[config.mk]
export PLATFORM = sky130hd
export DESIGN_NAME = strm_serial_host
export DESIGN_NICKNAME = d
export VERILOG_FILES = /design/src/rtl/strm_serial_host.sv
export SDC_FILE = /design/constraint.sdc
export NUM_CORES = 1
export LEC_CHECK = 0
export CELL_PAD_IN_SITES_DETAIL_PLACEMENT = 1
export CELL_PAD_IN_SITES_GLOBAL_PLACEMENT = 2
export CORE_AREA = 2 2 76 78
export CTS_CLUSTER_DIAMETER = 150
export CTS_CLUSTER_SIZE = 16
export DETAILED_ROUTE_END_ITERATION = 10
export DIE_AREA = 0 0 78 80
export PLACE_DENSITY = 0.93
export SYNTH_ARGS = -nofsm -noshare
export SYNTH_HDL_FRONTEND = slang
export SYNTH_SLANG_ARGS = --single-unit
[constraint.sdc]
create_clock -name clk -period 5.25 [get_ports clk]
set_clock_uncertainty 0.05 [all_clocks]
set_input_delay 0.525 -clock clk [delete_from_list [all_inputs] [get_ports clk]]
set_output_delay 0.525 -clock clk [all_outputs]
set_load 0.005 [all_outputs]
[src/rtl/strm_serial_host.sv]
// strm_serial_host: turns byte commands into the stream memory's bit-serial pin sequence.
// Optional mode-configure op is built only when STRM_HOST_CFG_EN is defined.
module strm_serial_host #(
  parameter int unsigned BIT_CYCLES = 2
) (
  input  logic       clk,
  input  logic       reset,
  input  logic       cmd_valid,
  output logic       cmd_ready,
  input  logic [1:0] cmd_op,
  input  logic [7:0] cmd_data,
  output logic       rsp_valid,
  input  logic       rsp_ready,
  output logic [7:0] rsp_data,
  output logic       rsp_err,
  output logic       busy,
  output logic       strm_din,
  output logic       strm_hold,
  output logic       strm_write,
  output logic       strm_config,
  output logic [1:0] strm_mode,
  input  logic       strm_dout
);

  localparam int unsigned PW = 4;
  localparam int unsigned BW = 3;
  localparam logic [1:0] OP_WRITE = 2'b00;
  localparam logic [1:0] OP_READ  = 2'b01;
`ifdef STRM_HOST_CFG_EN
  localparam logic [1:0] OP_CONFIG = 2'b10;
`endif

  typedef enum logic [2:0] {
    IDLE,
    SHIFT,
    COMMIT,
    RECOVER,
    POP,
    CAPTURE,
`ifdef STRM_HOST_CFG_EN
    CONFIG,
`endif
    RESP
  } state_t;

  state_t          state;
  logic [PW-1:0]   pcnt;
  logic [BW-1:0]   bcnt;
  logic [7:0]      shreg;
  logic            period_last;

  assign period_last = (pcnt == PW'(BIT_CYCLES - 1));

`ifndef STRM_HOST_CFG_EN
  assign strm_config = 1'b0;
  assign strm_mode   = 2'b00;
`endif

  // Sequencer: every phase lasts a whole number of BIT_CYCLES-long periods.
  always_ff @(posedge clk or posedge reset) begin
    if (reset) begin
      state      <= IDLE;
      pcnt       <= '0;
      bcnt       <= '0;
      shreg      <= '0;
      cmd_ready  <= 1'b1;
      rsp_valid  <= 1'b0;
      rsp_data   <= '0;
      rsp_err    <= 1'b0;
      busy       <= 1'b0;
      strm_din   <= 1'b0;
      strm_hold  <= 1'b1;
      strm_write <= 1'b0;
`ifdef STRM_HOST_CFG_EN
      strm_config <= 1'b0;
      strm_mode   <= 2'b00;
`endif
    end else begin
      if (state != IDLE && state != RESP) begin
        pcnt <= period_last ? '0 : pcnt + PW'(1);
      end

      case (state)
        IDLE: begin
          if (cmd_valid) begin
            cmd_ready <= 1'b0;
            busy      <= 1'b1;
            pcnt      <= '0;
            bcnt      <= '0;
            shreg     <= cmd_data;
            case (cmd_op)
              OP_WRITE: begin
                state    <= SHIFT;
                strm_din <= cmd_data[7];
              end
              OP_READ: begin
                state     <= POP;
                strm_hold <= 1'b0;
              end
`ifdef STRM_HOST_CFG_EN
              OP_CONFIG: begin
                state       <= CONFIG;
                strm_config <= 1'b1;
                strm_mode   <= cmd_data[1:0];
              end
`endif
              default: begin
                state     <= RESP;
                rsp_valid <= 1'b1;
                rsp_data  <= '0;
                rsp_err   <= 1'b1;
              end
            endcase
          end
        end

        SHIFT: begin
          if (period_last) begin
            if (bcnt == BW'(7)) begin
              state      <= COMMIT;
              strm_din   <= 1'b0;
              strm_hold  <= 1'b0;
              strm_write <= 1'b1;
            end else begin
              bcnt     <= bcnt + BW'(1);
              strm_din <= shreg[6];
              shreg    <= {shreg[6:0], 1'b0};
            end
          end
        end

        COMMIT: begin
          if (period_last) begin
            state      <= RECOVER;
            strm_write <= 1'b0;
            strm_hold  <= 1'b1;
          end
        end

        RECOVER: begin
          if (period_last) begin
            state     <= RESP;
            rsp_valid <= 1'b1;
            rsp_data  <= '0;
            rsp_err   <= 1'b0;
          end
        end

        POP: begin
          if (period_last) begin
            state     <= CAPTURE;
            strm_hold <= 1'b1;
          end
        end

        // Memory data is taken on the last cycle of each period, MSB first.
        CAPTURE: begin
          if (period_last) begin
            shreg <= {shreg[6:0], strm_dout};
            if (bcnt == BW'(7)) begin
              state     <= RESP;
              rsp_valid <= 1'b1;
              rsp_data  <= {shreg[6:0], strm_dout};
              rsp_err   <= 1'b0;
            end else begin
              bcnt <= bcnt + BW'(1);
            end
          end
        end

`ifdef STRM_HOST_CFG_EN
        CONFIG: begin
          if (period_last) begin
            if (bcnt == BW'(3)) begin
              state       <= RESP;
              strm_config <= 1'b0;
              rsp_valid   <= 1'b1;
              rsp_data    <= '0;
              rsp_err     <= 1'b0;
            end else begin
              bcnt <= bcnt + BW'(1);
            end
          end
        end
`endif

        RESP: begin
          if (rsp_ready) begin
            state     <= IDLE;
            rsp_valid <= 1'b0;
            cmd_ready <= 1'b1;
            busy      <= 1'b0;
          end
        end

        default: state <= IDLE;
      endcase
    end
  end

endmodule

* After elaboration in Yosys (flattened, before gate mapping)
Cells that the tools add are included.
** Word-level totals
- Bits in registers :: 32
- Output and inout bits :: 18
- Logic and storage cells :: 119
** Cells by class
- Add/sub/neg operators :: 2
- Equal/unequal tests :: 26
- Muxes and demuxes :: 55
- Reductions and logical operators :: 24
** Operator list (count)
- $mux 8 :: 5
- $mux 3 :: 12
- $mux 7 :: 4
- $ne 2x2->1 const B :: 12
- $pmux 8 s3 :: 1
- $pmux 3 s7 :: 1
- $pmux 7 s3 :: 1
- $mux 1 :: 18
- $mux 4 :: 4
- $eq 3x3->1 const B :: 4
- $pmux 3 s2 :: 2
- $reduce_and 4->1 :: 3
- $reduce_and 6->1 :: 2
- $reduce_bool 3->1 :: 4
- $reduce_and 9->1 :: 1
- $ne 2x1->1 const B :: 4
- $pmux 1 s2 :: 4
- $reduce_bool 2->1 :: 4
- $reduce_and 7->1 :: 1
- $eq 3x2->1 const B :: 2
- $pmux 1 s3 :: 2
- $reduce_or 2->1 :: 3
- $reduce_and 5->1 :: 1
- $add 4x1->4 const B :: 1
- other kinds (11) :: 11

* Logic depth before layout (Yosys ltp)
- Word-level depth :: 5
- Mapped depth :: 6
- Gate-level depth less buffers :: 6

* Least setup slack after synthesis
Ideal clock, no wire load.
- Path type :: register to register
- From :: register bcnt[0]
- To :: register rsp_data[1]
- Library setup time :: 0.125 ns
- Arrival time :: 1.727 ns
- Data required time :: 5.075 ns
- Slack :: 3.349 ns
- Stages on the path, launching flop included :: 7
- Clock period less this slack :: 1.901 ns
- Cells stage by stage :: dfrtp_1 -> ha_1 -> ha_1 -> and3b_1 -> o211ai_1 -> nand2_2 -> mux2_2
** On the way
- Word-level cells in the longest chain between the ends :: 3
** RTL lines
- start: declaration :: RTL line 48 : logic [BW-1:0] bcnt;
- start signal: assignment :: RTL line 125 : bcnt <= bcnt + BW'(1);
- start signal: assignment :: RTL line 166 : bcnt <= bcnt + BW'(1);
- $eq 3x3->1 :: RTL line 160 : if (bcnt == BW'(7)) begin
- $ne 2x2->1 (no line)
- $reduce_and 6->1 (no line)
- end signal: assignment :: RTL line 163 : rsp_data <= {shreg[6:0], strm_dout};
- end: declaration :: RTL line 14 : output logic [7:0] rsp_data,
No other way between the ends.
A chain may end at the register's enable or synchronous reset.

* Worst setup path in the final report
- From :: register state[0]
- To :: register shreg[5]
** On the way
- Word-level cells in the longest chain between the ends :: 3
- Elaborated cells on any way between the ends :: 10
** RTL lines
- start: declaration :: RTL line 46 : state_t state;
- start signal: assignment :: RTL line 62 : state <= IDLE;
- start signal: assignment :: RTL line 93 : state <= SHIFT;
- start signal: assignment :: RTL line 97 : state <= POP;
- $eq 3x1->1 (tied with other cells) :: RTL line 83 : case (state)
- $ne 2x2->1 (no line) or $reduce_bool 3->1 (tied branches)
- $reduce_and 5->1 (no line)
- end signal: assignment :: RTL line 90 : shreg <= cmd_data;
- end signal: assignment :: RTL line 127 : shreg <= {shreg[6:0], 1'b0};
- end signal: assignment :: RTL line 159 : shreg <= {shreg[6:0], strm_dout};
- end: declaration :: RTL line 49 : logic [7:0] shreg;
Parallel ways exist; a longest one is shown, timed or not.

==> results.toml <==
[run]
drv_cap = 0

[placed_design]
gp_congestion = 0.789
dpl_cell_area_um2 = 2180
portBuffers = 29
dp.cells = 284
dp_hpwl_mm = 2.97
pre_cts_slack_ns = 2.50

[critical_path]
max_stage_delay_ns = 0.87
end_kind = "flop"
start_kind = "flop"
critPathSlowestCell = "nor2b_1"
crit_family = "simple AND/OR/NAND/NOR gates"
r2r_slack_ns = 2.48
r2r_end = "shreg[5]"
critPathRequiredTime_ns = 5.36
worst-path-buf-inv = 0
crit_fanout = 25
cp.arrival_ns = 2.88
path_cells = "nor2b_1 -> a21oi_2 -> a21oi_4 -> mux2_2"
ff2ff_path_depth = 4
r2r_start = "state[0]"
path_class = "flop to flop"

[drt]
wire_per_inst_um = 14.4
drc = 0
wl_mm = 4.21
num_vias = 1486
drt-initial-drc-count = 70
ant_nets = 0
viasPerCell = 5.09
dr.pass1.iters = 4

[die]
die_w_um = 78
ios = 33
num_rows = 27
die_h_um = 80
coreArea_um2 = 5410
die_area_um2 = 6240
start_util_pct = 34.1

[cells_and_area]
drive_gt1_share_pct = 15.0
fin_area_um2 = 2280
layout.nets = 237
fillers = 644
area_growth_pct = 23.8
antennaDiodeCount = 0
final_cells = 292

[sta]
final-setup-viol-count = 0
hold_viol_final = 0
max_freq_mhz = 361
finalWorstSetupSlack_ns = 2.48
fin_crit_ns = 2.77
rsz0062_at_grt = "no"
setup_tns_ns = 0
finalMaxSlewViolations = 0
slew_headroom_pct = 33.4
fin_crit_sh_pct = 52.8
worstMarginPinSlew_ns = 0.997

[clock_tree]
cts_root_buffer = "clkbuf_8"
clk_path_buf_depth = 2
cts.sinks = 32
clock_latency_ns = 0.28
cts_buffers = 5
cts_resized = 0
tritoncts = "done"
holdBufCountCts = 0
ctsHtreeMaxLevel = 2
cts.clk_slew.worst_paths_ns = 0.07
cts_setup_buffers = 0

[hold_path]
hp-class = "flop to flop"
min_to = "rsp_err"
hp-start = "rsp_err"
whs_path_depth = 1

[global_routing]
grt.overflow.total = 0
grt_usage_pct = 14.8
grt_first_pass_wirelength_mm = 7.36
grt_max_degree = 33
antenna_found_initial = 0
grt_pass1_vias = 1496

[yosys]
async_reset_ff_share_pct = 100
synth-seq-area-share_pct = 43.5
yosysUniqueCellTypes = 48
ys_warn_count = 0
syn-instance-count = 192
synth_area_um2 = 1850
syn_area_per_cell_um2 = 9.61
synth_seq_cells = 32
synth_edf_count = 0
ys.flop_type = "dfrtp_1"

[power_and_ir_drop]
ir_worst_vdd_v = 0.000228
power_density_nw_per_um2 = 535
p_leak_nw = 0.970
total_power_w = 0.00122

[outcome]
status = "finished, final reports clean"
[layout by cell type (no fill, tap or decap), types with 2 or more instances in the layout]
cell type / Yosys / final
inv_1: 7 / 7
o211ai_1: 2 / 2
clkbuf_8: 0 / 5
nor3_1: 4 / 4
ha_1: 3 / 3
mux2i_1: 3 / 3
clkdlybuf4s50_1: 0 / 29
dfstp_2: 2 / 2
o21a_1: 2 / 2
xor2_1: 3 / 3
mux2_2: 14 / 14
dfrtp_1: 30 / 30
nor2b_1: 2 / 2
conb_1: 1 / 3
nor2_1: 15 / 15
and3_1: 7 / 7
o21ai_0: 16 / 16
nand2b_1: 2 / 2
a21oi_1: 6 / 6
nor4b_4: 2 / 2
a41oi_1: 2 / 2
a22o_1: 4 / 4
nand2_1: 30 / 30
[sequential cells by signal (all words and copies together), names as in the netlist]
signal,flops
strm_write,1
strm_din,1
rsp_err,1
shreg,7
strm_hold,1
busy,1
rsp_data,8
cmd_ready,1
bcnt,3
state,3
rsp_valid,1
pcnt,4
[layout make-up]
type	instances	area (um2)	area share (%)
Sequential cell	32	803	35.2
Clock inverter	2	35.0	1.53
Clock buffer	6	72.6	3.18
Inverter	7	26.3	1.15
Multi-Input combinational cell	143	960	42.0
Tap cell	72	90.1	3.94
Timing Repair Buffer	30	298	13.0
[logic make-up (layout without fill, tap and decap cells)]
group           after synthesis  in the layout  synth area share [%]
compound gates               45             45                  16.9
xor+xnor                      3              3                  1.42
simple gates                 72             72                  20.9
fa+ha+maj                     3              3                  2.03
mux                          17             17                  10.2
flops                        32             32                  43.5
other cells                   1              3                 0.203
buf+inv                      19             45                  4.88
[per-stage QoR]
step / utilization (%) / hold slack [ns]
detailed placement: 40.3 / 0.437
global route: 42.3 / 0.487
finish: 42.3 / 0.442
global placement: 40.3 / 0.421
floorplan: - / 0.418
CTS: 42.3 / 0.453
[synth_stat cells, types with 2 or more instances]
master    instances  area, um2
mux2_2           14        158
dfrtp_1          30        751
ha_1              3       37.5
o21a_1            2       15.0
nor2_1           15       56.3
a21oi_1           6       30.0
a22o_1            4       35.0
o211ai_1          2       15.0
o21ai_0          16       80.1
xor2_1            3       26.3
and3_1            7       43.8
nand2b_1          2       12.5
nor2b_1           2       12.5
a41oi_1           2       17.5
mux2i_1           3       30.0
buf_4             4       30.0
inv_1             7       26.3
dfstp_2           2       52.6
clkbuf_1          4       15.0
nor4b_4           2       47.6
buf_2             3       15.0
nand2_1          30        113
nor3_1            4       20.0
[layer usage]
metal | GRT usage (%) | share of wire [%] | up-vias
li1 | - | - | 729
met1 | 20.8 | 50 | 733
met2 | 22.2 | 46 | 19
met3 | 3.17 | 2.5 | 5
met4 | 5.79 | 1.1 | 0
met5 | 0 | 0 | -
[how the worst max path moves through the flow]
| stage | start | to | slack, ns | depth (start not counted) |
|---|---|---|---|---|
| 3_3_place_gp | state[0] | shreg[4] | 2.60 | 4 |
| 2_1_floorplan | bcnt[0] | rsp_data[1] | 3.35 | 6 |
| 3_5_place_dp | state[0] | shreg[0] | 2.50 | 4 |
| 4_1_cts | state[0] | shreg[5] | 2.50 | 4 |
| 6_report | state[0] | shreg[5] | 2.48 | 4 |
| 5_1_grt | state[0] | shreg[5] | 2.22 | 4 |
[power by group]
group	switching [W]	internal (W)	leakage (nW)
Sequential	0.000137	0.000356	0.382
Clock	0.0000920	0.000141	0.0552
Combinational	0.000222	0.000274	0.533
Total	0.000451	0.000771	0.970
(Power assumes the default switching activity.)
